### config.mk
export PLATFORM = sky130hd
export DESIGN_NAME = seq_timer
export DESIGN_NICKNAME = d
export VERILOG_FILES = /design/src/rtl/test_sequencer_pkg.sv /design/src/rtl/test_sequencer_seq_timer.sv
export SDC_FILE = /design/constraint.sdc
export NUM_CORES = 1
export LEC_CHECK = 0
export BUFFER_PORTS_ARGS = -buffer_cell sky130_fd_sc_hd__buf_2
export CAP_MARGIN = 5
export CORE_MARGIN = 2
export CORE_UTILIZATION = 55
export DETAILED_ROUTE_END_ITERATION = 10
export GPL_TIMING_DRIVEN = 0
export PLACE_DENSITY = 0.87
export SLEW_MARGIN = 30
export SYNTH_ARGS = -nofsm -noshare
export SYNTH_HDL_FRONTEND = slang
export SYNTH_SLANG_ARGS = --single-unit
export TNS_END_PERCENT = 20
### constraint.sdc
create_clock -name clk_dut -period 3.4 [get_ports clk_dut]
set_clock_uncertainty 0.05 [all_clocks]
set_input_delay 0.34 -clock clk_dut [delete_from_list [all_inputs] [get_ports clk_dut]]
set_output_delay 0.34 -clock clk_dut [all_outputs]
set_load 0.03 [all_outputs]
### src/rtl/test_sequencer_pkg.sv
// Shared definitions for the test sequencer: state encoding, default
// phase lengths and a small state-classification helper.
package test_sequencer_pkg;

  typedef enum logic [2:0] {
    ST_IDLE   = 3'd0,
    ST_CLEAR  = 3'd1,
    ST_RUN    = 3'd2,
    ST_DRAIN  = 3'd3,
    ST_FREEZE = 3'd4,
    ST_DONE   = 3'd5
  } seq_state_t;

  localparam int DEFAULT_CLEAR_CYCLES = 2;
  localparam int DEFAULT_DRAIN_CYCLES = 4;

  function automatic logic is_busy(input seq_state_t s);
    return (s == ST_CLEAR) || (s == ST_RUN) || (s == ST_DRAIN) || (s == ST_FREEZE);
  endfunction

endpackage

### src/rtl/test_sequencer_seq_timer.sv
// Loadable down-counter with a zero flag; times both the CLEAR and DRAIN
// phases of the sequencer.
module seq_timer
  import test_sequencer_pkg::*;
#(
  parameter int WIDTH = 32
) (
  input  logic             clk_dut,
  input  logic             reset,
  input  logic             i_load,
  input  logic [WIDTH-1:0] i_value,
  input  logic             i_dec,
  output logic             o_zero
);

  logic [WIDTH-1:0] r_count;

  always_ff @(posedge clk_dut or negedge reset) begin
    if (!reset) begin
      r_count <= '0;
    end else if (i_load) begin
      r_count <= i_value;
    end else if (i_dec && (r_count != '0)) begin
      r_count <= r_count - WIDTH'(1);
    end
  end

  assign o_zero = (r_count == '0);

endmodule

# Word level (Yosys, flattened, before mapping)
# Index checks and enable logic that the tools add are counted.
classes:
  addsub: 1
  mux: 2
  reduce_logical: 4
ops:
  columns: ["operator", "count"]
  rows:
  - ["$mux W32", 2]
  - ["$logic_not A32 Y1", 1]
  - ["$reduce_bool A32 Y1", 1]
  - ["$sub A32 B1 Y32 const B", 1]
  - ["$reduce_bool A2 Y1", 1]
  - ["$logic_and A1 B1 Y1", 1]
totals:
  reg_bits: 32
  elab_cells: 8

# Logic depth before layout (Yosys ltp)
# Gate-level depths: netlist of run 1.
depth:
  ltp_word: 4
  ltp_mapped: 10

# Least setup slack after synthesis of run 1
# OpenSTA, ideal clock, no wires.
synth_timing:
  path_type: "register to register"
  from: "register r_count[0]"
  to: "register r_count[27]"
  setup_ps: 120
  slack_ps: 859
  synth_period_minus_slack_ps: 2541
  t_required_ps: 3230
  n_path_buf: 2
  stages_incl_launch_ff: 10
  arrival_time_ps: 2371
  cell_sequence: "dfrtp_1 inv_1 ha_1 nor4b_2 and3_1 clkbuf_1 and3_1 clkbuf_1 o21ai_0 a31o_2"
synth_via:
  elab_chain_cells: 3
synth_lines:
  columns: ["element", "line_no", "text"]
  rows:
  - ["start, declared", "test_sequencer_seq_timer.sv:16", "logic [WIDTH-1:0] r_count;"]
  - ["start signal, assigned", "test_sequencer_seq_timer.sv:22", "r_count <= i_value;"]
  - ["start signal, assigned", "test_sequencer_seq_timer.sv:24", "r_count <= r_count - WIDTH'(1);"]
  - ["$sub A32 B1 Y32 or $reduce_bool A32 Y1 (tied branches)", "test_sequencer_seq_timer.sv:24, test_sequencer_seq_timer.sv:23", null]
  - ["$mux W32 or $logic_and A1 B1 Y1 (tied branches)", "test_sequencer_seq_timer.sv:23", "end else if (i_dec && (r_count != '0)) begin"]
  - ["$mux W32 or $reduce_bool A2 Y1 (tied branches)", null, null]
# Several ways; a longest one is shown, not always the timed one. The select of a mux whose other input is x is not followed.
# A chain may end at the register's enable or synchronous reset.

# Final worst setup path of run 1
layout_timing:
  from: "register r_count[0]"
  to: "output port o_zero"
layout_via:
  elab_chain_cells: 1
layout_lines:
  columns: ["element", "line_no", "text"]
  rows:
  - ["$logic_not A32 Y1", "test_sequencer_seq_timer.sv:28", "assign o_zero = (r_count == '0);"]
  - ["end, declared", "test_sequencer_seq_timer.sv:13", "output logic o_zero"]
# Every way passes these cells.

==> impl_metrics.json, run 1 <==
{
  "finalSetupTns_ns": 0,
  "maxSlewViolCount": 0,
  "initialDrtViolationCount": 204,
  "grt_pass1_wl_um": 9250,
  "critPathCaptureType": "primary output",
  "fillers": 316,
  "grt_remaining_overflow": 0,
  "ctsLongestPathBuffers": 2,
  "largestRegisters": "r_count (32)",
  "p_per_area_nw_per_um2": 371,
  "post_synth_num_cell_types": 53,
  "antenna_cells": 0,
  "maxCapViolCount": 0,
  "arrival_ns": 2.68,
  "track_usage": 0.285,
  "syn2layout_area_growth_pct": 15.0,
  "largest_register_ffs": 32,
  "netlist_instances": 234,
  "ctsResizeCount": 0,
  "dieWidth_um": 65.3,
  "async_flop_share": 1.00,
  "die-area_um2": 4260,
  "clk_pin_slew_ns": 0.06,
  "slowest_delay_ns": 0.41,
  "worstPathRequired_ns": 3.01,
  "antenna_found_initial": 0,
  "ctsHoldBuffers": 0,
  "yosysTopAreaCellShare": 0.387,
  "slew_headroom": 0.523,
  "synth_largest_area_cell": "dfrtp_1",
  "seqCellArea_um2": 801,
  "grt_pass1_vias": 1977,
  "top_register": "r_count",
  "hold_path_class": "input port to async pin",
  "hold_ws_ns": 0.0535,
  "syn_area_um2": 2070,
  "hold_viol_final": 0,
  "crit_fanout": 8,
  "layout.cells.non_filler": 323,
  "clk_latency_ns": 0.28,
  "multiInputGateArea_um2": 1170,
  "final.period_utilization": 0.903,
  "grt_setup_unrepaired": "no",
  "cts.sinks": 32,
  "ios": 37,
  "finalSetupViolCount": 0,
  "crit_chain": "inv_1, ha_1, nor4b_2, and3_1, clkbuf_1, and3_1, clkbuf_1, buf_2",
  "place.gp.congestion": 0.960,
  "clockRootBuffer": "clkbuf_8",
  "p_total_uw": 881,
  "grt_max_degree": 33,
  "start_util": 0.569,
  "row_count": 22,
  "yosys-top-cells-count": "32 x dfrtp_1, 23 x nor2_1, 22 x nand2_1, 17 x o21ai_0, 15 x nor3_1",
  "wl_um": 5530,
  "netlist_top_cells_area": "dfrtp_1 39%, nor2_1 4.2%, o21ai_0 4.1%, nand2_1 4.0%, a31oi_1 3.6%",
  "pwr-share-seq": 0.526,
  "post-synth-top-count-cell": "dfrtp_1",
  "cts_tree": "yes",
  "remaining_drc_errors": 0,
  "p_sw_uw": 263,
  "num_vias": 2071,
  "drt-pass1-iter-count": 5,
  "peakVddDrop_v": 0.000257,
  "critical_path_class": "flop to primary output",
  "final_antenna_net_count": 0,
  "p_int_uw": 618,
  "wl_per_cell_um": 17.1,
  "portBuffers": 36,
  "leakage_nw": 0.914,
  "coreArea_um2": 3630,
  "syn-num-nets": 271,
  "startpoint_type": "flop",
  "cp_slowest_cell": "dfrtp_1",
  "ys_seq_elements": 32,
  "outcome": "completed",
  "yosysSeqAreaShare": 0.387,
  "syn_area_per_cell_um2": 8.83,
  "htreeDepth": 2,
  "fin_nets": 314,
  "crit_path_start": "r_count[0]$_DFFE_PN0P_",
  "drive_above_1_share": 0.196,
  "synth-edff-count": 0,
  "post-route-min-period_ns": 3.07,
  "die_y_um": 65.3,
  "hpwl_um": 3900,
  "cts_setup_buffers": 0,
  "worst_pin_slew_ns": 0.715,
  "placed_cells": 318,
  "numCtsBuffers": 5,
  "max_freq_mhz": 326,
  "yosys_warnings": 0,
  "p_clk_frac": 0.297,
  "vias_per_cell": 6.41,
  "synth-main-ff-cell": "dfrtp_1",
  "r2r_start": "r_count[0]$_DFFE_PN0P_",
  "switching_share": 0.298,
  "combPwrFrac": 0.177
}
[through the flow]
step                cell area, um2  utilization  setup slack [ns]
finish                        2380        0.654             0.331
detailed placement            2310        0.635             0.680
CTS                           2380        0.654             0.361
floorplan                     2070            -             0.859
global placement              2310        0.635             0.705
global route                  2380        0.654             0.140
[path summary, 6_finish.rpt]
path,to,slack [ns],cells past startpoint
max in group asynchronous,r_count[10]$_DFFE_PN0P_,2.78,1
worst min register to register,r_count[27]$_DFFE_PN0P_,0.49,1
worst max-delay path,o_zero,0.33,8
min in group clk_dut,r_count[7]$_DFFE_PN0P_,0.21,3
worst min-delay path,r_count[2]$_DFFE_PN0P_,0.05,1
worst max register to register,r_count[27]$_DFFE_PN0P_,0.67,9
[power groups by stage]
| stage | Clock [mW] | Combinational (mW) | Sequential, mW |
|---|---|---|---|
| floorplan | 0 | 0.101 | 0.456 |
| global placement | 0 | 0.149 | 0.465 |
| detailed placement | 0 | 0.154 | 0.467 |
| CTS | 0.261 | 0.155 | 0.461 |
| global route | 0.283 | 0.174 | 0.469 |
| finish | 0.261 | 0.156 | 0.463 |
[logic make-up after synthesis]
kind of cell | synth area share
mux | 0.00484
flops | 0.387
simple gates | 0.303
fa+ha+maj | 0.00605
compound gates | 0.208
buf+inv | 0.0478
xor+xnor | 0.0424
[metal layers]
metal / part of all wire / up-vias / track usage
li1: - / 990 / -
met1: 0.41 / 961 / 0.368
met2: 0.48 / 103 / 0.478
met3: 0.084 / 17 / 0.0445
met4: 0.021 / 0 / 0.115
met5: 0 / - / 0
[layout make-up]
| class | count | area share |
|---|---|---|
| buffer | 13 | 0.0321 |
| clock buffer | 5 | 0.0290 |
| multi-input combinational | 183 | 0.491 |
| inverter | 6 | 0.00948 |
| sequential | 32 | 0.337 |
| tap | 48 | 0.0253 |
| timing repair buffer | 36 | 0.0758 |
[critical path: cells and delay by family, from the launching register on]
family,cells,cell delay (ns)
adder cells (fa/ha/maj),1,0.18
buffers and inverters,4,0.96
flip-flops,1,0.41
AND/OR/NAND/NOR,3,0.82
[cell usage in the layout (no fill, tap or decap), types with 4 or more instances in the layout]
| cell | count |
|---|---|
| clkbuf_1 | 9 |
| nor3_1 | 15 |
| dfrtp_1 | 32 |
| nand3_1 | 7 |
| clkbuf_8 | 5 |
| buf_2 | 37 |
| xnor2_1 | 8 |
| or3_1 | 7 |
| o41ai_1 | 7 |
| inv_1 | 5 |
| nand4_1 | 7 |
| or4_1 | 6 |
| o21ai_0 | 17 |
| or4b_1 | 4 |
| nor2_1 | 23 |
| nand2_1 | 22 |
| a31oi_1 | 12 |
Power figures use the tool's default switching activity.
==> inputs of run 2 (changes only) <==
--- a/config.mk
+++ b/config.mk
@@ -7,10 +7,10 @@
 export LEC_CHECK = 0
 export BUFFER_PORTS_ARGS = -buffer_cell sky130_fd_sc_hd__buf_2
 export CAP_MARGIN = 5
+export CORE_ASPECT_RATIO = 0.8
 export CORE_MARGIN = 2
 export CORE_UTILIZATION = 55
 export DETAILED_ROUTE_END_ITERATION = 10
-export GPL_TIMING_DRIVEN = 0
 export PLACE_DENSITY = 0.87
 export SLEW_MARGIN = 30
 export SYNTH_ARGS = -nofsm -noshare
==> impl_metrics.json, run 2 (synthesis results as in run 1) <==
{
  "outcome": "completed",
  "remaining_drc_errors": 0,
  "syn2layout_area_growth_pct": 14.0,
  "coreArea_um2": 3520,
  "final_area_um2": 2360,
  "ctsResizeCount": 0,
  "crit_fanout": 8,
  "largestRegisters": "r_count (32)",
  "num_vias": 1987,
  "grt_pass1_wl_um": 8320,
  "ctsLongestPathBuffers": 2,
  "drt-pass1-iter-count": 5,
  "max_freq_mhz": 350,
  "maxSlewViolCount": 0,
  "final.period_utilization": 0.841,
  "post-route-min-period_ns": 2.86,
  "dieWidth_um": 72.5,
  "clk_pin_slew_ns": 0.07,
  "die_y_um": 58.8,
  "grt_pass1_vias": 1739,
  "endpoint": "o_zero",
  "post_dp_cell_area_um2": 2230,
  "antenna_found_initial": 0,
  "ios": 37,
  "initialDrtViolationCount": 186,
  "critPathCaptureType": "primary output",
  "start_util": 0.587,
  "grt_setup_unrepaired": "no",
  "p_total_mw": 1.01,
  "p_sw_uw": 273,
  "clk_latency_ns": 0.29,
  "crit_path_start": "r_count[19]$_DFFE_PN0P_",
  "maxCapViolCount": 0,
  "utilization": 0.670,
  "pwr-share-seq": 0.456,
  "p_int_uw": 741,
  "r2r_cells": 7,
  "arrival_ns": 2.47,
  "final_antenna_net_count": 0,
  "drive_above_1_share": 0.203,
  "ctsHoldBuffers": 0,
  "mostFrequentLayoutCells": "36 x buf_2, 32 x dfrtp_1, 23 x nor2_1",
  "track_usage": 0.257,
  "cts.sinks": 32,
  "p_per_area_nw_per_um2": 430,
  "top_register": "r_count",
  "finalSetupViolCount": 0,
  "switching_share": 0.269,
  "worstPathRequired_ns": 3.01,
  "worst_pin_slew_ns": 0.727,
  "r2r_end": "r_count[26]$_DFFE_PN0P_",
  "hold_path_class": "input port to async pin",
  "fin_nets": 302,
  "slew_headroom": 0.515,
  "wl_um": 5050,
  "startpoint_type": "flop",
  "combPwrFrac": 0.146,
  "htreeDepth": 2,
  "grt_max_degree": 48,
  "row_count": 19,
  "setup_ws_ns": 0.542,
  "peakVddDrop_v": 0.000279,
  "antenna_cells": 0,
  "hpwl_um": 3420,
  "numCtsBuffers": 5,
  "finalSetupTns_ns": 0,
  "hold_viol_final": 0,
  "clockRootBuffer": "clkbuf_8",
  "preCtsSetupSlack_ns": 0.838,
  "cts_tree": "yes",
  "rrSetupSlack_ns": 0.79,
  "place.gp.congestion": 0.916,
  "wl_per_cell_um": 16.4,
  "grt_remaining_overflow": 0,
  "critical_path_class": "flop to primary output",
  "vias_per_cell": 6.45,
  "leakage_nw": 0.914,
  "layout_commonest_cell": "buf_2",
  "portBuffers": 36,
  "fillers": 302,
  "r2r_start": "r_count[0]$_DFFE_PN0P_",
  "largest_register_ffs": 32,
  "cts_setup_buffers": 0,
  "p_clk_frac": 0.399,
  "die-area_um2": 4270
}
## run 2: metrics by stage
step	instances	hold slack [ns]
floorplan	234	-0.00559
global placement	300	0.380
detailed placement	300	0.379
CTS	308	0.0677
global route	308	0.0979
finish	308	0.0537
## run 2: how the worst min path moves through the flow
| stage | slack (ns) | cells past startpoint | end | from |
|---|---|---|---|---|
| 2_1_floorplan | -0.006 | 0 | r_count[0]$_DFFE_PN0P_ | reset |
| 3_3_place_gp | 0.38 | 1 | r_count[5]$_DFFE_PN0P_ | reset |
| 3_5_place_dp | 0.38 | 1 | r_count[5]$_DFFE_PN0P_ | reset |
| 4_1_cts | 0.07 | 1 | r_count[4]$_DFFE_PN0P_ | reset |
| 5_1_grt | 0.1 | 1 | r_count[4]$_DFFE_PN0P_ | reset |
| 6_report | 0.05 | 1 | r_count[6]$_DFFE_PN0P_ | reset |
## run 2: final cells by class
type                    instances  area, um2  share of cell area
multi-input cells             183       1170               0.495
flip-flops and latches         32        801               0.340
repair buffers                 37        188              0.0796
clock buffers                   7       96.3              0.0409
well taps                      42       52.6              0.0223
clock inverters                 1       30.0              0.0127
inverters                       6       22.5             0.00955
## run 2: per-layer routing
layer | up-vias | share of wire | GRT usage
li1 | 964 | - | -
met5 | - | 0 | 0
met2 | 102 | 0.43 | 0.371
met3 | 9 | 0.083 | 0.0685
met4 | 0 | 0.012 | 0.0741
met1 | 912 | 0.48 | 0.378
## run 2: power groups by stage
stage                     Combinational [mW]  Sequential (mW)  Clock (mW)
after floorplan                        0.101            0.456           0
after global placement                 0.143            0.464           0
after detailed placement               0.145            0.467           0
after CTS                              0.147            0.460       0.408
after global routing                   0.167            0.468       0.428
final                                  0.148            0.462       0.404
## run 2: worst max-delay path: stages, from the launching register on
cell	delay [ns]
dfrtp_1	0.43
or3_1	0.46
nor4_2	0.60
and3_1	0.43
buf_2	0.26
==> inputs of run 3 (changes only) <==
--- a/config.mk
+++ b/config.mk
@@ -5,13 +5,14 @@
 export SDC_FILE = /design/constraint.sdc
 export NUM_CORES = 1
 export LEC_CHECK = 0
+export ABC_AREA = 1
 export BUFFER_PORTS_ARGS = -buffer_cell sky130_fd_sc_hd__buf_2
 export CAP_MARGIN = 5
 export CORE_ASPECT_RATIO = 0.8
 export CORE_MARGIN = 2
-export CORE_UTILIZATION = 55
+export CORE_UTILIZATION = 52
 export DETAILED_ROUTE_END_ITERATION = 10
-export PLACE_DENSITY = 0.87
+export PLACE_DENSITY = 0.84
 export SLEW_MARGIN = 30
 export SYNTH_ARGS = -nofsm -noshare
 export SYNTH_HDL_FRONTEND = slang
==> constraint.sdc (replaced) <==
create_clock -name clk_dut -period 2.6 [get_ports clk_dut]
set_clock_uncertainty 0.05 [all_clocks]
set_input_delay 0.26 -clock clk_dut [delete_from_list [all_inputs] [get_ports clk_dut]]
set_output_delay 0.26 -clock clk_dut [all_outputs]
set_load 0.03 [all_outputs]
==> impl_metrics.json, run 3 <==
{
  "outcome": "finished with violations",
  "violations": "hold timing",
  "start_util": 0.536,
  "yosys-top-cells-count": "174 x nand2_1, 56 x nor2_1, 51 x nand3_1, 38 x inv_1, 32 x dfrtp_1",
  "critical_path_class": "flop to primary output",
  "leakage_nw": 1.56,
  "wl_um": 6780,
  "rrSetupSlack_ns": 0.54,
  "numCtsBuffers": 5,
  "synth-edff-count": 0,
  "antenna_cells": 0,
  "critPathCaptureType": "primary output",
  "yosysSeqAreaShare": 0.302,
  "max_freq_mhz": 446,
  "crit_fanout": 7,
  "remaining_drc_errors": 0,
  "placed_cells": 525,
  "preCtsSetupSlack_ns": 0.537,
  "wl_per_cell_um": 12.7,
  "largest_register_ffs": 32,
  "die-area_um2": 5690,
  "switching_share": 0.376,
  "syn_area_um2": 2650,
  "clockRootBuffer": "clkbuf_8",
  "grt_pass1_wl_um": 11800,
  "initialDrtViolationCount": 181,
  "die_y_um": 67.9,
  "grt_pass1_vias": 2632,
  "maxSlewViolCount": 0,
  "post_dp_cell_area_um2": 2890,
  "p_total_mw": 1.49,
  "syn-num-nets": 470,
  "p_per_area_nw_per_um2": 501,
  "maxCapViolCount": 0,
  "grt_max_degree": 42,
  "grt_busiest_layer": "met2",
  "ctsHoldBuffers": 0,
  "yosysTopAreaCellShare": 0.302,
  "p_clk_frac": 0.274,
  "worstPathRequired_ns": 2.29,
  "final.period_utilization": 0.863,
  "post-route-min-period_ns": 2.24,
  "ys_seq_elements": 32,
  "post-synth-top-count-cell": "nand2_1",
  "grt_remaining_overflow": 0,
  "r2r_end": "r_count[0]$_DFFE_PN0P_",
  "startpoint_type": "flop",
  "crit_path_start": "r_count[0]$_DFFE_PN0P_",
  "dieWidth_um": 83.9,
  "fin_nets": 507,
  "layout_commonest_cell": "nand2_1",
  "slew_headroom": 0.496,
  "setup_ws_ns": 0.356,
  "cts.sinks": 32,
  "ios": 37,
  "r2r_cells": 9,
  "ctsResizeCount": 0,
  "netlist_instances": 433,
  "p_int_uw": 931,
  "drt-pass1-iter-count": 7,
  "vias_per_cell": 5.29,
  "drive_above_1_share": 0.174,
  "antenna_found_initial": 0,
  "clk_pin_slew_ns": 0.07,
  "num_vias": 2817,
  "combPwrFrac": 0.294,
  "worst_pin_slew_ns": 0.756,
  "synth-main-ff-cell": "dfrtp_1",
  "track_usage": 0.261,
  "async_flop_share": 1.00,
  "syn_area_per_cell_um2": 6.13,
  "htreeDepth": 2,
  "netlist_top_cells_area": "dfrtp_1 30%, nand2_1 25%, nand3_1 9.6%, nor2_1 7.9%, inv_1 5.4%",
  "ctsLongestPathBuffers": 2,
  "final_antenna_net_count": 0,
  "final_area_um2": 2980,
  "use_met1": 0.358,
  "peakVddDrop_v": 0.000221,
  "use_met2": 0.416,
  "r2r_start": "r_count[0]$_DFFE_PN0P_",
  "portBuffers": 36,
  "post_synth_num_cell_types": 33,
  "syn2layout_area_growth_pct": 12.2,
  "mostFrequentLayoutCells": "174 x nand2_1, 56 x nor2_1, 51 x nand3_1",
  "grt_setup_unrepaired": "no",
  "arrival_ns": 1.93,
  "hold_ws_ns": -0.0167,
  "finalSetupTns_ns": 0,
  "place.gp.congestion": 0.957,
  "hold_viol_final": 31,
  "hpwl_um": 5080,
  "utilization": 0.601,
  "synth_largest_area_cell": "dfrtp_1",
  "coreArea_um2": 4950,
  "layout.cells.non_filler": 533,
  "top_register": "r_count",
  "hold_path_class": "input port to async pin",
  "largestRegisters": "r_count (32)",
  "finalSetupViolCount": 0,
  "clk_latency_ns": 0.29,
  "cts_setup_buffers": 0,
  "pwr-share-seq": 0.432,
  "p_sw_uw": 560,
  "yosys_warnings": 0,
  "cts_tree": "yes",
  "row_count": 23,
  "met3_usage": 0.0470
}
-- run 3: critical path, stage by stage (launching register included) --
cell and delay [ns]:
dfrtp_1 0.39, inv_1 0.15, ha_1 0.32, nand2_4 0.11
nor2_8 0.18, nand3_1 0.10, nor3_1 0.16, buf_2 0.23
-- run 3: final cells by class --
type | instances | area (um2)
Timing Repair Buffer | 41 | 218
Inverter | 39 | 146
Multi-Input combinational cell | 351 | 1640
Tap cell | 62 | 77.6
Fill cell | 484 | 1970
Clock buffer | 8 | 90.1
Sequential cell | 32 | 801
-- run 3: kinds of logic after synthesis --
family	after synthesis	share of synthesized area
xor gates and xnor gates	3	0.00990
DFF	32	0.302
and+or+nand+nor	318	0.529
buffers and inverters	50	0.0787
adders and majority gates	1	0.00471
AOI/OAI and AO/OA	29	0.0764
-- run 3: layer usage --
| metal | routed length, um | part of all wire | vias to the layer above |
|---|---|---|---|
| met3 | 450 | 0.066 | 11 |
| met5 | 0 | 0 | - |
| met2 | 2910 | 0.43 | 103 |
| met4 | 140 | 0.021 | 0 |
| met1 | 3270 | 0.48 | 1262 |
| li1 | - | - | 1441 |
-- run 3: how the worst max path moves through the flow --
stage | endpoint | slack (ns)
2_1_floorplan | o_zero | 0.52
3_3_place_gp | r_count[2]$_DFFE_PN0P_ | 0.63
3_5_place_dp | r_count[2]$_DFFE_PN0P_ | 0.54
4_1_cts | o_zero | 0.35
5_1_grt | o_zero | 0.25
6_report | o_zero | 0.36
-- run 3: power groups by stage --
stage | registers [mW] | clock network (mW) | logic [mW]
floorplan | 0.624 | 0 | 0.335
global placement | 0.646 | 0 | 0.423
detailed placement | 0.649 | 0 | 0.435
CTS | 0.641 | 0.416 | 0.437
global route | 0.654 | 0.440 | 0.504
finish | 0.644 | 0.408 | 0.438
